### src/rtl/rom_stream_reader.sv
// Walks a contiguous ROM address window and streams each word on a valid/ready port with a last marker.
// Optional running checksum output io_csum is enabled by defining ROM_STREAM_CSUM_EN.
module rom_stream_reader #(
  parameter int ADDR_W = 7,
  parameter int DATA_W = 32,
  parameter int LEN_W  = 8
) (
  input  logic              clock,
  input  logic              reset,
  input  logic              io_start,
  input  logic [ADDR_W-1:0] io_base,
  input  logic [LEN_W-1:0]  io_len,
  output logic              io_busy,
  output logic [ADDR_W-1:0] io_rom_addr,
  input  logic [DATA_W-1:0] io_rom_data,
  output logic              io_out_valid,
  input  logic              io_out_ready,
  output logic [DATA_W-1:0] io_out_bits,
  output logic              io_out_last,
  output logic              io_done
`ifdef ROM_STREAM_CSUM_EN
  ,
  output logic [DATA_W-1:0] io_csum
`endif
);

  localparam int               DEPTH   = 1 << ADDR_W;
  localparam logic [LEN_W-1:0] MAX_LEN = LEN_W'(DEPTH);

  typedef enum logic [1:0] {
    S_IDLE  = 2'd0,
    S_FETCH = 2'd1,
    S_SEND  = 2'd2,
    S_DONE  = 2'd3
  } state_t;

  state_t              state_q, state_d;
  logic [ADDR_W-1:0]   addr_q, addr_d;
  logic [LEN_W-1:0]    rem_q, rem_d;
  logic [DATA_W-1:0]   bits_q, bits_d;
  logic                last_q, last_d;
  logic [LEN_W-1:0]    len_clamped;
  logic                capture;
  logic                handshake;
`ifdef ROM_STREAM_CSUM_EN
  logic [DATA_W-1:0]   csum_q, csum_d;
`endif

  // Out-of-range lengths are treated as a full sweep of the ROM.
  assign len_clamped = (io_len > MAX_LEN) ? MAX_LEN : io_len;
  assign handshake   = (state_q == S_SEND) && io_out_ready;

  always_comb begin
    state_d = state_q;
    addr_d  = addr_q;
    rem_d   = rem_q;
    bits_d  = bits_q;
    last_d  = last_q;
    capture = 1'b0;
`ifdef ROM_STREAM_CSUM_EN
    csum_d  = csum_q;
`endif

    case (state_q)
      S_IDLE: begin
        if (io_start) begin
`ifdef ROM_STREAM_CSUM_EN
          csum_d = '0;
`endif
          if (len_clamped == '0) begin
            state_d = S_DONE;
          end else begin
            addr_d  = io_base;
            rem_d   = len_clamped;
            state_d = S_FETCH;
          end
        end
      end
      S_FETCH: begin
        capture = 1'b1;
        state_d = S_SEND;
      end
      S_SEND: begin
        if (handshake) begin
`ifdef ROM_STREAM_CSUM_EN
          csum_d = csum_q + bits_q;
`endif
          if (last_q) begin
            state_d = S_DONE;
          end else begin
            capture = 1'b1;
          end
        end
      end
      S_DONE: begin
        state_d = S_IDLE;
      end
      default: begin
        state_d = S_IDLE;
      end
    endcase

    // The same word/counter update serves both the first fetch and back-to-back beats.
    if (capture) begin
      bits_d = io_rom_data;
      last_d = (rem_q == LEN_W'(1));
      addr_d = addr_q + ADDR_W'(1);
      rem_d  = rem_q - LEN_W'(1);
    end
  end

  always_ff @(posedge clock) begin
    if (reset) begin
      state_q <= S_IDLE;
      addr_q  <= '0;
      rem_q   <= '0;
      bits_q  <= '0;
      last_q  <= 1'b0;
`ifdef ROM_STREAM_CSUM_EN
      csum_q  <= '0;
`endif
    end else begin
      state_q <= state_d;
      addr_q  <= addr_d;
      rem_q   <= rem_d;
      bits_q  <= bits_d;
      last_q  <= last_d;
`ifdef ROM_STREAM_CSUM_EN
      csum_q  <= csum_d;
`endif
    end
  end

  assign io_busy      = (state_q != S_IDLE);
  assign io_out_valid = (state_q == S_SEND);
  assign io_done      = (state_q == S_DONE);
  assign io_rom_addr  = addr_q;
  assign io_out_bits  = bits_q;
  assign io_out_last  = last_q;
`ifdef ROM_STREAM_CSUM_EN
  assign io_csum      = csum_q;
`endif

endmodule
### config.mk
export PLATFORM = sky130hd
export DESIGN_NAME = rom_stream_reader
export DESIGN_NICKNAME = d
export VERILOG_FILES = /design/src/rtl/rom_stream_reader.sv
export SDC_FILE = /design/constraint.sdc
export NUM_CORES = 1
export LEC_CHECK = 0
export CORE_MARGIN = 8
export CORE_UTILIZATION = 45
export DETAILED_ROUTE_END_ITERATION = 8
export PLACE_DENSITY = 0.93
export SLEW_MARGIN = 20
export SYNTH_ARGS = -nofsm -noshare
export SYNTH_HDL_FRONTEND = slang
export SYNTH_SLANG_ARGS = --single-unit
### constraint.sdc
create_clock -name clock -period 4.1 [get_ports clock]
set_input_delay 0.82 -clock clock [delete_from_list [all_inputs] [get_ports clock]]
set_output_delay 0.82 -clock clock [all_outputs]
set_load 0.03 [all_outputs]
# --- After elaboration in Yosys (flattened, before gate mapping) ---
# Cells that the tools add are included.
op_classes:
  n_addsub: 2
  n_lt_le_gt_ge: 1
  eq_ne: 8
  muxes: 17
  reduce_logical: 8
op_table:
  columns: ["op", "n"]
  rows:
  - ["8-bit two-way mux", 5]
  - ["7-bit two-way mux", 4]
  - ["8-bit by 1-bit equality test with 1-bit output, second input constant", 1]
  - ["8-bit > comparator, second input constant", 1]
  - ["8-bit logical NOT", 1]
  - ["2-bit two-way mux", 4]
  - ["2-bit one-hot mux with 4 select lines", 1]
  - ["8-bit by 1-bit subtractor with 8-bit output, second input constant", 1]
  - ["7-bit by 1-bit adder with 7-bit output, second input constant", 1]
  - ["3-bit AND reduction", 2]
  - ["2-bit nonzero test", 3]
  - ["2-bit equality test, second input constant", 2]
  - ["2-bit by 1-bit != test with 1-bit output, second input constant", 2]
  - ["2-bit != test, second input constant", 2]
  - ["2-bit by 1-bit equality test with 1-bit output, second input constant", 1]
  - ["2-bit logical NOT", 1]
  - ["1-bit two-way mux", 2]
  - ["1-bit one-hot mux with 2 select lines", 1]
  - ["1-bit logical AND", 1]
totals:
  regBits: 50
  input_bits: 51
  output_inout_bits: 43
  wordCells: 41

# --- Logic depth before layout (Yosys ltp) ---
# Gate-level depths: netlist (run 1).
logic_depth:
  depth_word: 7
  mapped_depth: 8
  depth_no_buf: 6

# --- Worst setup path after synthesis (run 1) ---
# Ideal clock, no wire load.
synth_timing:
  path_type: "register to register"
  start: "register state_q[0]"
  end: "register addr_q[2] (netlist: io_rom_addr[2])"
  setup_ns: 0.093
  arrival_time_ns: 1.821
  t_required_ns: 4.007
  setup_slack_ns: 2.186
  stages_incl_launch_ff: 7
  path_buffers: 0
  synth_period_minus_slack_ns: 1.914
  cell_sequence: "dfxtp_1 inv_1 ha_1 and3b_2 o21ai_4 mux2_2 o311ai_2"
synth_via:
  elab_chain_cells: 6
  word_cells_on_any_way: 11
  cone_classes: "eq/ne (3); mux (3); reduce/logical (5)"
synth_rtl:
  columns: ["item", "line_no", "source"]
  rows:
  - ["start: declaration", "37", "state_t state_q, state_d;"]
  - ["start signal: assignment", "123", "state_q <= state_d;"]
  - ["2-bit equality test *", null, null]
  - ["named net io_out_valid", "16", "output logic io_out_valid,"]
  - ["1-bit logical AND", "51", "assign handshake = (state_q == S_SEND) && io_out_ready;"]
  - ["1-bit two-way mux", "84", "if (handshake) begin"]
  - ["1-bit one-hot mux with 2 select lines *", "64", "case (state_q)"]
  - ["2-bit != test (no source line) or 2-bit nonzero test (tied branches)", null, null]
  - ["3-bit AND reduction (no source line)", null, null]
  - ["end signal: assignment", "124", "addr_q <= addr_d;"]
  - ["end: declaration", "38", "logic [ADDR_W-1:0] addr_q, addr_d;"]
# The timed path passes the listed nets; every way through them passes the cells marked *.
# A chain may end at the register's enable or synchronous reset.

# --- Worst setup path after layout (run 1) ---
layout_timing:
  start: "register state_q[0]"
  end: "output port io_busy"
layout_via:
  elab_chain_cells: 1
layout_rtl:
  columns: ["item", "line_no", "source"]
  rows:
  - ["2-bit nonzero test", "134", "assign io_busy = (state_q != S_IDLE);"]
  - ["end: declaration", "13", "output logic io_busy,"]
# No other way between the ends.

==> run summary, run 1 <==
Top delay family on crit path - buffers and inverters
total nets after synthesis - 334
Compound-Gate Fraction of Synth Area - 21.97%
Layout area overhead - 47.43%
main combinational cell family by area after synthesis - simple AND/OR/NAND/NOR gates
P_int - 1137 uW
cts bufs inserted - 5
CP Capture Type - primary output
maximum vdd drop - 291.2 uV
unrepaired setup endpoints after global routing - no
WP buf/inv - 3
Ys Warns - 0
Synth Area in Adders - 3.874%
register bit total from synthesis - 50
clock insertion delay at the later pin of the skew report - 0.31 ns
P_leak - 0.001144 uW
syn avg cell area - 8.192 um^2
Initial DRT Pass Iterations - 4
final cell count without fillers - 433
f_max - 373.7 MHz
post-route setup slack - 1.424 ns
Placed Cells - 425
skew final - 0.006151 ns
CTS H-tree depth - 2
P per Cell Area - 594.9 nW/um^2
Routed WL - 6710 um
Tightest Pin Transition - 0.6101 ns
clk sink count - 50
relative slew slack - 59.23%
IO buf count - 93
vias - 2319
Critical Path, Cell by Cell - inv_1 -> ha_1 -> inv_1 -> clkdlybuf4s50_1
setup bufs post-CTS - 0
post-synthesis xor/xnor area fraction - 0.3874%
num rows - 26
ratio of cells with drive above 1 in the final layout - 6.061%
max-slew violation count - 0
top cell type's share of synthesized area - 44.27%
Die X - 86.88 um
register area share after synthesis - 44.27%
Comb pwr share - 49.4%
DIE HEIGHT - 86.88 um
crit-path max cell delay - 0.68 ns
dpl hpwl - 4985 um
reg2reg setup slack - 1.59 ns
Max Cap Viol - 0
switching power total - 845.6 uW
crit-path max FO - 6
Net Sw Frac - 42.65%
WP data required - 3.28 ns
DRC errors left - 0
post-CTS sizing - 0
most used cell, CP - inv_1
class of the worst hold path - reg -> reg
core region area - 4977 um^2
grt total ovfl - 0
# hold bufs at CTS - 0
antenna viol nets, final - 0
largest net degree at the start of global routing - 51
placed instance area - 3234 um^2
vias in the first global route - 2389
pre-CTS setup slack - 1.260 ns
Initial Util - 45.42%
min cycle time layout - 2.676 ns
clock root buffer master - clkbuf_8
Die Area - 7548 um^2
Distinct cells, synth - 45
number of antenna diodes - 0
# setup viols final - 0
mux share of post-synthesis cell area - 1.882%
Worst-path clk slew - 0.09 ns
Synth Area in Simple Gates - 22.80%
Initial DRC Count - 195
Worst EP arrival - 1.86 ns
Ports - 94
crit start category - flop
Synth area leaders - dfxtp_1 (44%), nand2_1 (13%), a21oi_1 (8.2%), ha_1 (3.9%), nand3_1 (3.1%)
sequential share of power - 35.2%
CTS tree - built
Tcrit/Tclk final - 65.26%
post-DR vias/cell - 5.356
Final Core Density - 66.97%
routability congestion estimate from global placement - 0.8935
Synth area leader - dfxtp_1
first-pass GRT wire length - 10940 um
final hold vios - 0
Syn Inst Count - 276
clock power share - 15.4%
gr usage total - 18.26%
Setup Crit Path Kind - reg -> out
status - finished, final reports clean
clk buf depth - 2
setup TNS - 0 ns
Finished Cell Area - 3333 um^2
WL per Instance - 15.50 um
synthesized cell area - 2261 um^2
Nets - 420
initial antenna violation count - 0
crit path max-delay cell type - clkdlybuf4s50_1
[cell usage in the layout, fill, tap and decap left out, types with 2 or more instances in the layout]
cell type,count
a211oi_1,6
a21o_1,2
a21oi_1,37
a221oi_1,2
a311oi_1,2
a31oi_1,7
buf_4,2
clkbuf_8,6
clkdlybuf4s50_1,92
dfxtp_1,50
ha_1,7
inv_1,9
mux2_2,2
mux2i_1,2
nand2_1,76
nand3_1,14
nand4_1,4
nor2_1,4
nor3b_1,2
nor4_2,2
o2111ai_1,3
o211ai_1,4
o21ai_0,2
[worst paths after layout]
| kind | startpoint | to | depth (start not counted) |
|---|---|---|---|
| worst min-delay path | io_out_bits[15]$_SDFFE_PP0P_ | io_out_bits[15]$_SDFFE_PP0P_ | 2 |
| worst max register to register | state_q[0]$_SDFFE_PP0P_ | io_rom_addr[4]$_SDFFE_PP0P_ | 7 |
| worst max-delay path | state_q[0]$_SDFFE_PP0P_ | io_busy | 4 |
| worst min register to register | io_out_bits[15]$_SDFFE_PP0P_ | io_out_bits[15]$_SDFFE_PP0P_ | 2 |
[metal layers]
layer	global-route usage, %	up-vias	part of all wire (%)
met2	30.19	103	49
met1	19.92	1059	40
met5	0	-	0
met4	9.703	0	2.2
li1	-	1143	-
met3	6.698	14	9.0
[Yosys cell counts]
library cell and instances:
and3b_1 1, o21a_1 1, buf_2 3, inv_1 9, o2111ai_1 3, o31a_1 1
a31o_1 1, ha_1 7, o21ai_0 2, o22a_1 1, nor4b_1 1, a211oi_1 6
nor2_1 4, o21ai_1 1, o221ai_1 1, o22ai_1 1, and2_1 1, o221a_2 1
nor3_1 1, nor4_2 2, and3b_2 1, nand4b_2 1, nor4_1 1, a2bb2oi_1 1
or4_1 1, o21ai_4 1, a31oi_1 7, nand2_1 76, buf_4 2, nand3_1 14
nor3b_1 2, or3_1 1, clkbuf_1 12, a221oi_1 2, a21o_1 2, mux2i_1 2
a311oi_1 2, xor2_1 1, nand2_2 1, o311ai_2 1, a21oi_1 37, mux2_2 2
o211ai_1 4, nand4_1 4, dfxtp_1 50
[cells by family (layout without fill, tap and decap cells)]
| logic type | count (synthesis) | in the layout |
|---|---|---|
| flip-flops | 50 | 50 |
| multiplexers | 4 | 4 |
| adder cells (fa/ha/maj) | 7 | 7 |
| AND/OR/NAND/NOR | 112 | 112 |
| AO/OA/AOI/OAI | 76 | 76 |
| buffers and inverters | 26 | 113 |
| XOR/XNOR | 1 | 1 |
[through the flow]
step	hold WS [ns]	total power, uW
2_1_floorplan	0.4733	1328
3_3_place_gp	0.4409	1648
3_5_place_dp	0.4462	1680
4_1_cts	0.4589	1988
5_1_grt	0.4769	2112
6_report	0.4562	1983
[worst register-to-register path, stage by stage, from the launching register on]
cell and delay [ns]:
dfxtp_1 0.40, inv_1 0.09, ha_1 0.48, nand4b_2 0.28, nand2_1 0.54, buf_12 0.27, mux2i_1 0.22, o22ai_1 0.09
[layout make-up]
cell class | instances | area [um^2]
Fill cell | 407 | 1644
Clock inverter | 2 | 16.27
Inverter | 9 | 33.78
Clock buffer | 6 | 82.58
Sequential cell | 50 | 1001
Timing Repair Buffer | 96 | 960.9
Tap cell | 70 | 87.58
Multi-Input combinational cell | 200 | 1151
[registers in the layout, indices dropped and copies added, names as in the netlist]
name / count
io_out_bits: 32
io_out_last: 1
io_rom_addr: 7
rem_q: 8
state_q: 2
[power by group through the flow]
| stage | Clock (uW) | Sequential [uW] | Combinational [uW] |
|---|---|---|---|
| 2_1_floorplan | 0 | 848 | 481 |
| 3_3_place_gp | 0 | 699 | 949 |
| 3_5_place_dp | 0 | 705 | 975 |
| 4_1_cts | 313 | 696 | 979 |
| 5_1_grt | 338 | 712 | 1060 |
| 6_report | 306 | 698 | 979 |
Power figures use the tool's default switching activity.
==> inputs of run 2 (changes only) <==
--- a/config.mk
+++ b/config.mk
@@ -6,9 +6,9 @@
 export NUM_CORES = 1
 export LEC_CHECK = 0
 export CORE_MARGIN = 8
-export CORE_UTILIZATION = 45
+export CORE_UTILIZATION = 43
 export DETAILED_ROUTE_END_ITERATION = 8
-export PLACE_DENSITY = 0.93
+export PLACE_DENSITY = 0.89
 export SLEW_MARGIN = 20
 export SYNTH_ARGS = -nofsm -noshare
 export SYNTH_HDL_FRONTEND = slang
==> constraint.sdc (replaced) <==
create_clock -name clock -period 2.6 [get_ports clock]
set_input_delay 0.52 -clock clock [delete_from_list [all_inputs] [get_ports clock]]
set_output_delay 0.52 -clock clock [all_outputs]
set_load 0.03 [all_outputs]
==> run summary, run 2 (same netlist as run 1, synthesis figures left out) <==
Initial DRC Count - 159
Tcrit/Tclk final - 90.90%
Reg2Reg Depth - 7
Critical Path, Cell by Cell - inv_1 -> ha_1 -> inv_1 -> clkdlybuf4s50_1
Top delay family on crit path - buffers and inverters
CP Capture Type - primary output
Ports - 94
crit-path max FO - 6
core region area - 5107 um^2
most frequent cells in the layout - clkdlybuf4s50_1 (92), nand2_1 (76), dfxtp_1 (50), a21oi_1 (37), nand3_1 (14)
# setup viols final - 0
WHS Endpoint - io_out_bits[31]$_SDFFE_PP0P_
FF-to-FF Start - state_q[1]$_SDFFE_PP0P_
Die Area - 7834 um^2
met3 WL - 686 um
DIE HEIGHT - 88.51 um
initial antenna violation count - 0
clock root buffer master - clkbuf_8
crit start category - flop
class of the worst hold path - reg -> reg
reg2reg setup slack - 0.46 ns
final hold vios - 0
Worst EP arrival - 1.84 ns
hold depth - 2
CTS tree - built
grt total ovfl - 0
WP buf/inv - 3
routability congestion estimate from global placement - 0.9074
antenna viol nets, final - 0
IO buf count - 93
crit path from - state_q[0]$_SDFFE_PP0P_
Nets - 423
Initial DRT Pass Iterations - 5
vias - 2336
CTS H-tree depth - 2
Routed WL - 6830 um
P per Cell Area - 933.7 nW/um^2
vias in the first global route - 2432
relative slew slack - 62.03%
DRC errors left - 0
ratio of cells with drive above 1 in the final layout - 6.557%
clk buf depth - 2
skew final - 0.009206 ns
f_max - 423.1 MHz
first-pass GRT wire length - 11230 um
Die X - 88.51 um
crit-path max cell delay - 0.68 ns
Initial Util - 44.27%
unrepaired setup endpoints after global routing - no
max FFs per register - 32
Layout area overhead - 48.04%
post-DR vias/cell - 5.358
WP data required - 2.08 ns
num rows - 26
HP Start - io_out_bits[31]$_SDFFE_PP0P_
M1 WL - 2636 um
dpl hpwl - 5083 um
maximum vdd drop - 404.4 uV
routed wl met2 - 3403 um
post-CTS sizing - 0
P_leak - 0.001156 uW
WL per Instance - 15.67 um
status - finished, final reports clean
Final Core Density - 65.53%
cts bufs inserted - 5
Top Metal Used - met4
min cycle time layout - 2.364 ns
setup TNS - 0 ns
# hold bufs at CTS - 0
commonest non-fill, non-tap cell in the layout - clkdlybuf4s50_1
Max Cap Viol - 0
max-slew violation count - 0
gr usage total - 17.95%
crit path max-delay cell type - clkdlybuf4s50_1
number of antenna diodes - 0
Setup Crit Path Kind - reg -> out
clock insertion delay at the later pin of the skew report - 0.30 ns
setup bufs post-CTS - 0
reg-to-reg endpoint - rem_q[7]$_SDFFE_PP0P_
clk sink count - 50
largest net degree at the start of global routing - 32
most used cell, CP - inv_1
Tightest Pin Transition - 0.5695 ns
Worst-path clk slew - 0.09 ns
run 2: cell count changes in the layout (fill, tap and decap cells not counted):
cell,previous run,this run
buf_4,2,5
clkbuf_1,0,1
clkbuf_8,6,5
clkinv_4,0,1
clkinvlp_4,1,0
run 2: worst register-to-register path, stage by stage, from the launching register on:
cell and delay (ns):
dfxtp_1 0.40, inv_1 0.08, ha_1 0.46, nand4b_2 0.32, nand2_1 0.23, buf_12 0.20
a31oi_1 0.07, a221oi_1 0.29
run 2: metrics by stage:
step | instances | total power [uW] | instance area [um^2] | hold slack, ns | setup WS, ns
floorplan | 276 | 2095 | 2261 | 0.4733 | 0.6861
global placement | 428 | 2638 | 3257 | 0.4405 | 0.4029
detailed placement | 428 | 2678 | 3257 | 0.4488 | 0.3279
CTS | 436 | 3138 | 3347 | 0.4602 | 0.2281
global route | 436 | 3333 | 3347 | 0.4792 | 0.1189
finish | 436 | 3125 | 3347 | 0.4570 | 0.2365
run 2: cell type report:
cell class	count	area (um^2)
Fill cell	454	1760
Multi-Input combinational cell	200	1151
Sequential cell	50	1001
Timing Repair Buffer	99	983.4
Tap cell	70	87.58
Clock buffer	6	72.57
Inverter	9	33.78
Clock inverter	2	17.52
run 2: how the worst max path moves through the flow:
stage,to,slack [ns],depth (start not counted)
after CTS,io_busy,0.23,4
after floorplan,io_rom_addr[2]$_SDFFE_PP0P_,0.69,6
final,io_busy,0.24,4
after global routing,io_busy,0.12,4
after detailed placement,io_rom_addr[2]$_SDFFE_PP0P_,0.33,5
after global placement,rem_q[7]$_SDFFE_PP0P_,0.40,6
run 2: power by group:
group	switching [uW]	internal, uW	total (uW)
logic	925	643	1570
registers	150	949	1100
clock network	262	195	458
run 2: routing by layer:
| metal | vias to the layer above | global-route usage (%) |
|---|---|---|
| li1 | 1152 | - |
| met1 | 1065 | 19.54 |
| met2 | 108 | 31.09 |
| met3 | 11 | 6.778 |
| met4 | 0 | 6.144 |
| met5 | - | 0 |
==> inputs of run 3 (changes only) <==
--- a/config.mk
+++ b/config.mk
@@ -5,6 +5,7 @@
 export SDC_FILE = /design/constraint.sdc
 export NUM_CORES = 1
 export LEC_CHECK = 0
+export ABC_CLOCK_PERIOD_IN_PS = 2600
 export CORE_MARGIN = 8
 export CORE_UTILIZATION = 43
 export DETAILED_ROUTE_END_ITERATION = 8
==> results of run 3 <==
Final layout, timing and power as in run 2 (identical DEF).
